<file path="config.mk">
export PLATFORM = sky130hd
export DESIGN_NAME = vga_sync_gen
export DESIGN_NICKNAME = d
export VERILOG_FILES = /design/src/rtl/vga_sync_gen.sv
export SDC_FILE = /design/constraint.sdc
export NUM_CORES = 1
export LEC_CHECK = 0
export BUFFER_PORTS_ARGS = -buffer_cell sky130_fd_sc_hd__buf_2
export CORE_ASPECT_RATIO = 1.75
export CORE_MARGIN = 2
export CORE_UTILIZATION = 46
export DETAILED_ROUTE_END_ITERATION = 8
export PLACE_DENSITY = 0.77
export SLEW_MARGIN = 20
export SYNTH_ARGS = -nofsm -noshare
export SYNTH_HDL_FRONTEND = slang
export SYNTH_SLANG_ARGS = --single-unit
export TNS_END_PERCENT = 1
</file>
<file path="constraint.sdc">
create_clock -name clk -period 5.35 [get_ports clk]
set_input_delay 0.535 -clock clk [delete_from_list [all_inputs] [get_ports clk]]
set_output_delay 0.535 -clock clk [all_outputs]
set_load 0.05 [all_outputs]
</file>
<file path="src/rtl/vga_sync_gen.sv">
// rtl/vga_sync_gen.sv - 640x480@60 Hz VGA timing generator with vertical-blank update handshake
//
// Purpose:
//   Divides the system clock into a pixel tick and runs the horizontal and
//   vertical pixel counters. The sync, video-enable and strobe outputs are
//   registered so that they line up with hcnt/vcnt in the same cycle.
//
// Ports:
//   clk          in   system clock (100 MHz)
//   clr          in   synchronous active-high reset
//   upd_req      in   level, producer has new display values pending
//   hcnt         out  pixel column, 0..H_TOTAL-1
//   vcnt         out  line, 0..V_TOTAL-1
//   hsync        out  active-low horizontal sync
//   vsync        out  active-low vertical sync
//   vidon        out  high inside the visible window
//   pix_tick     out  one-clk pulse in the first cycle of each new pixel
//   line_start   out  one-clk pulse when hcnt becomes 0
//   frame_start  out  one-clk pulse when (hcnt,vcnt) becomes (0,0)
//   upd_ack      out  one-clk pulse granting the update at (0,V_VIS_END)

module vga_sync_gen #(
  parameter int CLK_DIV      = 4,
  parameter int H_TOTAL      = 800,
  parameter int H_VIS        = 640,
  parameter int H_SYNC_START = 656,
  parameter int H_SYNC_END   = 752,
  parameter int V_TOTAL      = 521,
  parameter int V_SYNC_END   = 2,
  parameter int V_VIS_START  = 31,
  parameter int V_VIS_END    = 511
) (
  input  logic       clk,
  input  logic       clr,
  input  logic       upd_req,
  output logic [9:0] hcnt,
  output logic [9:0] vcnt,
  output logic       hsync,
  output logic       vsync,
  output logic       vidon,
  output logic       pix_tick,
  output logic       line_start,
  output logic       frame_start,
  output logic       upd_ack
);

  // A divide-by-one build still needs a one-bit divider register; it simply
  // stays at zero so that every edge is an advance.
  localparam int DIV_W = (CLK_DIV > 1) ? $clog2(CLK_DIV) : 1;
  localparam logic [DIV_W-1:0] DIV_LAST = DIV_W'(CLK_DIV - 1);

  localparam logic [9:0] H_LAST     = 10'(H_TOTAL - 1);
  localparam logic [9:0] V_LAST     = 10'(V_TOTAL - 1);
  localparam logic [9:0] H_VIS_C    = 10'(H_VIS);
  localparam logic [9:0] H_SS_C     = 10'(H_SYNC_START);
  localparam logic [9:0] H_SE_C     = 10'(H_SYNC_END);
  localparam logic [9:0] V_SE_C     = 10'(V_SYNC_END);
  localparam logic [9:0] V_VS_C     = 10'(V_VIS_START);
  localparam logic [9:0] V_VE_C     = 10'(V_VIS_END);

  logic [DIV_W-1:0] div;
  logic             advance;

  logic [9:0] hcnt_nx;
  logic [9:0] vcnt_nx;
  logic       hsync_nx;
  logic       vsync_nx;
  logic       vidon_nx;
  logic       line_nx;
  logic       frame_nx;
  logic       ack_nx;

  assign advance = (div == DIV_LAST);

  // Next counter position and everything decoded from it. The decodes are
  // taken from the next position so the registered outputs match the
  // registered counters with no pipeline skew.
  always_comb begin
    hcnt_nx = hcnt + 10'd1;
    vcnt_nx = vcnt;
    if (hcnt == H_LAST) begin
      hcnt_nx = 10'd0;
      if (vcnt == V_LAST) begin
        vcnt_nx = 10'd0;
      end else begin
        vcnt_nx = vcnt + 10'd1;
      end
    end

    hsync_nx = !((hcnt_nx >= H_SS_C) && (hcnt_nx < H_SE_C));
    vsync_nx = !(vcnt_nx < V_SE_C);
    vidon_nx = (hcnt_nx < H_VIS_C) && (vcnt_nx >= V_VS_C) && (vcnt_nx < V_VE_C);

    line_nx  = (hcnt_nx == 10'd0);
    frame_nx = line_nx && (vcnt_nx == 10'd0);
    // upd_req is looked at only on the single advance into the first
    // blanking line; a later request waits a whole frame.
    ack_nx   = line_nx && (vcnt_nx == V_VE_C) && upd_req;
  end

  always_ff @(posedge clk) begin
    if (clr) begin
      div <= '0;
    end else if (advance) begin
      div <= '0;
    end else begin
      div <= div + DIV_W'(1);
    end
  end

  // Counters and level decodes hold between advances.
  always_ff @(posedge clk) begin
    if (clr) begin
      hcnt  <= 10'd0;
      vcnt  <= 10'd0;
      hsync <= 1'b1;
      vsync <= 1'b0;
      vidon <= 1'b0;
    end else if (advance) begin
      hcnt  <= hcnt_nx;
      vcnt  <= vcnt_nx;
      hsync <= hsync_nx;
      vsync <= vsync_nx;
      vidon <= vidon_nx;
    end
  end

  // Strobes are rewritten on every edge so each lasts exactly one clk.
  always_ff @(posedge clk) begin
    if (clr) begin
      pix_tick    <= 1'b0;
      line_start  <= 1'b0;
      frame_start <= 1'b0;
      upd_ack     <= 1'b0;
    end else begin
      pix_tick    <= advance;
      line_start  <= advance && line_nx;
      frame_start <= advance && frame_nx;
      upd_ack     <= advance && ack_nx;
    end
  end

endmodule

</file>
Word-level counts from Yosys, hierarchy flattened
Index checks and enable logic that the tools add are counted.
W data, S select, Z words.
{"block": "word_totals", "register_bits": 29, "latchBits": 0, "ram_bits": 0, "mem_bits_ro": 0, "output_inout_bits": 27, "mem_count": 0}
{"block": "classes", "addsub": 3, "multipliers": 0, "div_mod_pow": 0, "order_cmp": 6, "n_eq_ne": 4, "shift": 0, "muxes": 3, "bitwise": 0, "n_reduce_logical": 14}
{"cell": "$mux W10", "count": 3}
{"cell": "$add A10 B1 Y10 const B", "count": 2}
{"cell": "$eq A10 B10 Y1 const B", "count": 2}
{"cell": "$logic_not A10 Y1", "count": 2}
{"cell": "$lt A10 B10 Y1 const B", "count": 2}
{"cell": "$eq A10 B9 Y1 const B", "count": 1}
{"cell": "$ge A10 B10 Y1 const B", "count": 1}
{"cell": "$ge A10 B5 Y1 const B", "count": 1}
{"cell": "$lt A10 B2 Y1 const B", "count": 1}
{"cell": "$lt A10 B9 Y1 const B", "count": 1}
{"cell": "$logic_and A1 B1 Y1", "count": 9}
{"cell": "$add A2 B1 Y2 const B", "count": 1}
{"cell": "$eq A2 B2 Y1 const B", "count": 1}
{"cell": "$logic_not A1 Y1", "count": 2}
{"cell": "$reduce_or A2 Y1", "count": 1}

Longest topological paths before layout
Gate-level depths: netlist of run 1.
{"block": "depth", "depth_word": 7, "depth_mapped": 10, "depth_no_buf": 7}

Least setup slack after synthesis of run 1
No wires, ideal clock.
{"block": "synth_path", "kind": "register to register", "from": "reg hcnt[0]", "to": "reg upd_ack", "setup_time_ns": 0.061, "t_arrival_ns": 2.346, "required_ns": 5.289, "slack_ns": 2.942, "path_stages_with_launch": 10, "path_buffers": 2, "cell_sequence": "dfxtp_1 -> ha_1 -> and4_1 -> buf_4 -> and3_1 -> buf_4 -> nand4_1 -> a211oi_2 -> nor4b_2 -> and4bb_1"}
{"block": "synth_between", "elab_chain_cells": 6, "word_cells_on_any_way": 9, "classes_between": "1 x add/sub; 2 x eq/ne; 2 x mux; 4 x reduce/logical"}
{"item": "start: declaration", "line": "36", "text": "output logic [9:0] hcnt,"}
{"item": "start signal: assignment", "line": "120", "text": "hcnt <= hcnt_nx;"}
{"item": "$add A10 B1 Y10 / $eq A10 B10 Y1 (equally long branches)", "line": "79, 81"}
{"item": "$mux W10", "line": "81", "text": "if (hcnt == H_LAST) begin"}
{"item": "$logic_not A10 Y1 / $eq A10 B9 Y1 (equally long branches)", "line": "94, 98"}
{"item": "$logic_and A1 B1 Y1 (*) (2 in a row)", "line": "98", "text": "ack_nx = line_nx && (vcnt_nx == V_VE_C) && upd_req;"}
{"item": "$logic_and A1 B1 Y1 (*)", "line": "139", "text": "upd_ack <= advance && ack_nx;"}
{"item": "end signal: assignment", "line": "139"}
{"item": "end: declaration", "line": "44", "text": "output logic upd_ack"}
Mark *: on every way between the ends. The rest lies on a longest branch, timed or not.
A chain may end at the register's enable or synchronous reset.

Final worst setup path of run 1
Same ends and word-level chain as after synthesis.

==> impl_metrics.yaml, run 1 <==
critical_path:
  arrival_ns: 2.85
  reg2reg_depth: 7
  cp.required_ns: 5.58
  critPathKind: "reg -> reg"
  critPathLaunchType: "flip-flop"
  worstPathMaxFanout: 14
  endpoint_kind: "flip-flop"
detailed_routing:
  top_layer_used: "met4"
  wl_um: 4380
  firstDrtPassIters: 4
  wl_met3_um: 167
  wl_per_cell_um: 14.5
  post-route-drc-count: 0
  wl_met2_um: 2340
  drtAntennaViolNets: 0
  wl_met1_um: 1670
  drtIter0Drc: 49
  vias_per_cell: 5.81
  via_count: 1755
timing:
  hold_viol_final: 0
  final.min_clock_period_ns: 2.62
  rsz0062_at_grt: "no"
  fin_skew_ns: 0.00868
  timing.fmax_ghz: 0.382
  tightest_slew_ns: 0.511
  fin_setup_tns_ns: 0
  slew_headroom: 0.660
  setup_viol_count_final: 0
  slew_violations: 0
  finalCritPeriodShare: 0.490
die:
  die_x_um: 51.3
  die_y_um: 86.8
  core_sq_um: 3830
  ios: 30
  initial_core_util: 0.471
  die_area_sq_um: 4450
  rows: 30
global_routing:
  grt_max_degree: 26
  overflow: 0
  antenna_found_initial: 0
  grt_pass1_wl_um: 7300
  grt_pass1_vias: 1593
  grt_use_total: 0.217
worst_hold_path:
  worstHoldPathType: "reg -> reg"
  hold_path_depth: 1
cts:
  cts_root_buf: "clkbuf_8"
  clock_path_buffers: 2
  cts_setup_buffers: 0
  clk_latency_ns: 0.29
  cts_tree: "done"
  htree_levels: 2
  cts_hold_buf: 0
  numCtsBuffers: 5
  clk_pin_slew_ns: 0.06
  numClockSinks: 29
  cts_resized: 0
place:
  hpwl_um: 3190
  port_buffers: 29
  place.gp.congestion: 0.876
  dpl-instance-area_sq_um: 1920
final_layout:
  num-nets-final: 261
  nFillCells: 405
  antenna_cells: 0
  largest_registers: "hcnt: 10 flops, vcnt: 10 flops, div: 2 flops"
  postLayoutCellArea_sq_um: 2040
  drive_gt1_frac: 0.161
  syn_to_final_growth_pct: 13.1
  fin_util: 0.532
outcome:
  status: "finished, final reports clean"
yosys:
  ys_types: 47
  synth_area_sq_um: 1800
  synth-main-ff-cell: "dfxtp_1"
  synth_fp_nets: 244
  syn_avg_cell_area_sq_um: 7.63
  netlist_instances: 236
  async_flop_share: 0
  ys_ff_latch: 29
  synth-seq-area-share: 0.322
  synth-edff-count: 0
  yosys_warnings: 0
power_and_ir_drop:
  power.leakage_nw: 0.775
  clkPwrFrac: 0.490
  p_int_uw: 380
  share_comb_of_total_power: 0.056
  p_switching_uw: 112
  power_frac_seq: 0.454
  p_sw_frac: 0.228
  ir_worst_vdd_v: 0.000184
  powerDensity_nw_per_um2: 241
flow_run:
  cap_violations: 0
-- critical path, stage by stage (launching register included) --
cell and delay, ns:
dfxtp_1 0.41, ha_1 0.26, and4_1 0.41, and3_1 0.54, nand4_1 0.18, a211oi_2 0.26
nor4b_2 0.27, and4bb_1 0.23
-- routing by layer --
layer / global-route usage / up-vias
li1: - / 868
met1: 0.235 / 816
met2: 0.372 / 51
met3: 0.0414 / 20
met4: 0.148 / 0
met5: 0 / -
-- cell usage after synthesis, types with 2 or more instances --
master	n	share of area
inv_1	7	0.015
nor2_1	34	0.071
o21ai_0	8	0.022
dfxtp_1	29	0.32
nand3b_1	2	0.0083
xor2_1	6	0.029
o21bai_1	2	0.0083
xnor2_1	11	0.053
or3_1	5	0.017
nor3_1	11	0.031
nor4_1	2	0.0069
buf_4	3	0.012
mux2i_1	2	0.011
a311oi_1	2	0.0097
nand3_1	13	0.036
o31a_1	2	0.0097
clkbuf_1	11	0.023
nor2b_1	2	0.0069
and4_1	2	0.0097
buf_2	4	0.011
and3_1	5	0.017
nand4_1	6	0.021
a32o_1	2	0.011
and2_1	3	0.010
o21a_1	2	0.0083
ha_1	5	0.035
a21oi_1	10	0.028
a31oi_1	7	0.024
nand2_1	20	0.042
-- power by group through the flow --
stage	combinational [mW]	sequential (mW)	clock, mW
floorplan	0.0149	0.234	0
global placement	0.0271	0.228	0
detailed placement	0.0273	0.228	0
CTS	0.0276	0.223	0.243
global route	0.0306	0.224	0.249
finish	0.0273	0.223	0.241
-- cell type report --
class,instances,area [sq um],share of cell area
well taps,48,60.1,0.0295
inverters,7,26.3,0.0129
repair buffers,30,153,0.0749
flip-flops and latches,29,581,0.285
clock buffers,7,86.3,0.0424
multi-input cells,180,1100,0.541
clock inverters,1,30.0,0.0147
-- worst paths after layout --
check                             start      end  slack, ns
worst max-delay path            hcnt[0]  upd_ack       2.73
worst min-delay path             div[0]   div[0]       0.45
worst max register to register  hcnt[0]  upd_ack       2.73
worst min register to register   div[0]   div[0]       0.45
-- cell families (layout without fill, tap and decap cells) --
family | Yosys count | count (layout) | share of synthesized area
compound gates | 44 | 44 | 0.165
buf+inv | 27 | 45 | 0.0660
flops | 29 | 29 | 0.322
xor+xnor | 17 | 17 | 0.0826
fa+ha+maj | 5 | 5 | 0.0347
mux | 3 | 3 | 0.0174
simple gates | 111 | 111 | 0.312
-- placed cells by master (no fill, tap or decap), drive strengths merged, types with 3 or more instances in the layout --
cell type	Yosys	routed
nand3	14	14
nand4	6	6
nor3	11	11
o21ai	8	8
a31oi	7	7
or3	5	5
xor2	6	6
buf	8	30
dfxtp	29	29
and3	5	5
xnor2	11	11
a21oi	10	10
ha	5	5
clkbuf	12	7
nor2	34	34
inv	7	7
and2	3	3
nand2	20	20
-- per-stage QoR --
stage / power [mW] / worst slack (ns) / cells / hold WS [ns]
after floorplan: 0.249 / 2.94 / 236 / 0.404
after global placement: 0.255 / 2.84 / 294 / 0.418
after detailed placement: 0.256 / 2.78 / 294 / 0.451
after CTS: 0.494 / 2.76 / 302 / 0.460
after global routing: 0.504 / 2.44 / 302 / 0.477
final: 0.492 / 2.73 / 302 / 0.454
Power figures use the tool's default switching activity.
==> run 2: changes to the inputs <==
--- a/config.mk
+++ b/config.mk
@@ -10,7 +10,7 @@
 export CORE_MARGIN = 2
 export CORE_UTILIZATION = 46
 export DETAILED_ROUTE_END_ITERATION = 8
-export PLACE_DENSITY = 0.77
+export PLACE_DENSITY = 0.8
 export SLEW_MARGIN = 20
 export SYNTH_ARGS = -nofsm -noshare
 export SYNTH_HDL_FRONTEND = slang
==> constraint.sdc (replaced) <==
create_clock -name clk -period 2.3 [get_ports clk]
set_input_delay 0.23 -clock clk [delete_from_list [all_inputs] [get_ports clk]]
set_output_delay 0.23 -clock clk [all_outputs]
set_load 0.05 [all_outputs]
==> run 2 against run 1 <==
Net effect:
- cell count grew 3.6%
- worst hold slack worse by 0.27 ns
- sequential cell count did not move
- final area up 2.8%
- combinational power up 140%
- count of clock-buffer cells in the layout is 2 lower
- clock power grew 78%
- total power increased by 110%
- global-route usage increased by 0.67 points
- fmax increased by 24%
- critical path type unchanged
==> impl_metrics.yaml, run 2 (same netlist as run 1, synthesis figures left out) <==
global_routing:
  met3_usage: 0.0397
  grt_pass1_wl_um: 7400
  grt_use_total: 0.224
  antenna_found_initial: 0
  met2_usage: 0.400
  grt_pass1_vias: 1610
  top_usage_layer: "met2"
  grt_max_degree: 25
  overflow: 0
  met1_usage: 0.231
die:
  die_area_sq_um: 4450
  rows: 30
  initial_core_util: 0.471
  core_sq_um: 3830
  die_y_um: 86.8
  die_x_um: 51.3
  ios: 30
final_layout:
  nFillCells: 382
  final_cell_mix: "34 x nor2_1, 29 x buf_2, 27 x dfxtp_1"
  drive_gt1_frac: 0.211
  regArea_sq_um: 583
  largest_registers: "hcnt: 10 flops, vcnt: 10 flops, div: 2 flops"
  num-nets-final: 272
  syn_to_final_growth_pct: 16.3
  layout_commonest_cell: "nor2_1"
  antenna_cells: 0
  multi_input_area_sq_um: 1100
timing:
  fin_skew_ns: 0.00990
  rsz0062_at_grt: "no"
  slew_headroom: 0.742
  final.min_clock_period_ns: 2.10
  setup_viol_count_final: 0
  hold_viol_final: 0
  tightest_slew_ns: 0.385
  finalWorstSetupSlack_ns: 0.195
  timing.fmax_ghz: 0.475
  slew_violations: 0
  fin_setup_tns_ns: 0
  finalCritPeriodShare: 0.915
critical_path:
  worstPathMaxFanout: 13
  cp.required_ns: 2.49
  slowest_delay_ns: 0.37
  critPathLaunchType: "flip-flop"
  crit_chain: "ha_1 > and4_1 > nand3_2 > o31a_1 > a31oi_1 > nor2_1 > and4b_1"
  cpMaxStageDelayCell: "dfxtp_2"
  endpoint_kind: "flip-flop"
  critPathKind: "reg -> reg"
  critPathBufInv: 0
  arrival_ns: 2.29
  path_delay_family: "simple AND/OR/NAND/NOR gates"
detailed_routing:
  vias_per_cell: 5.70
  wl_per_cell_um: 14.8
  drtAntennaViolNets: 0
  firstDrtPassIters: 4
  drtIter0Drc: 71
  post-route-drc-count: 0
  via_count: 1784
  wl_um: 4640
place:
  hpwl_um: 3340
  place.gp.congestion: 0.929
  post-place-ws_ns: 0.181
  port_buffers: 29
cts:
  numClockSinks: 29
  cts_setup_buffers: 0
  clock_path_buffers: 2
  htree_levels: 2
  cts_tree: "done"
  numCtsBuffers: 5
  cts_root_buf: "clkbuf_8"
  cts_hold_buf: 0
  cts_resized: 0
  clk_pin_slew_ns: 0.07
  clk_latency_ns: 0.29
outcome:
  status: "finished, final reports clean"
flow_run:
  cap_violations: 0
power_and_ir_drop:
  power.leakage_nw: 0.819
  ir_worst_vdd_v: 0.000364
  powerDensity_nw_per_um2: 483
worst_hold_path:
  worstHoldPathType: "in -> reg"
==> run 2: cell types whose count changed in the layout (fill, tap and decap cells not counted), sizes merged <==
cell	delta
bufinv	-1
clkbuf	-2
clkinv	+2
clkinvlp	+1
buf	+11
==> run 2: report_power, final <==
| group | switching, mW | total (mW) | leakage (nW) | internal [mW] |
|---|---|---|---|---|
| clock | 0.220 | 0.428 | 0.0439 | 0.209 |
| combinational | 0.0449 | 0.0650 | 0.540 | 0.0201 |
| sequential | 0.00772 | 0.519 | 0.235 | 0.511 |
| total | 0.272 | 1.01 | 0.819 | 0.740 |
==> run 2: stage by stage <==
stage               area (sq um)  cells   util  total power, mW  hold slack [ns]
floorplan                   1800    236      -            0.578            0.404
global placement            2010    305  0.524            0.595            0.416
detailed placement          2010    305  0.524            0.596            0.419
CTS                         2090    313  0.547             1.02            0.168
global route                2090    313  0.547             1.04            0.164
finish                      2090    313  0.547             1.01            0.180
==> run 2: final cells by class <==
type / count / share of cell area
timing repair buffer: 41 / 0.112
clock inverter: 3 / 0.00836
sequential: 29 / 0.278
inverter: 7 / 0.0125
tap: 48 / 0.0287
multi-input combinational: 180 / 0.527
clock buffer: 5 / 0.0329
==> run 2: path summary, 6_finish.rpt <==
path,from,endpoint,slack [ns],cells past startpoint
worst max-delay path,hcnt[1],frame_start,0.20,7
worst min-delay path,clr,pix_tick,0.18,2
worst max register to register,hcnt[1],frame_start,0.20,7
worst min register to register,div[0],div[0],0.43,1
==> run 2: worst reg2reg max path: cells and delay by family, from the launching register on <==
family	cells	cell delay, ns
fa+ha+maj	1	0.17
flops	1	0.37
simple gates	4	0.86
compound gates	2	0.60
==> run 2: routing by layer <==
metal | part of all wire | vias to the layer above | routed length, um
li1 | - | 893 | -
met1 | 0.38 | 840 | 1760
met2 | 0.57 | 44 | 2640
met3 | 0.034 | 7 | 157
met4 | 0.019 | 0 | 86
met5 | 0 | - | 0
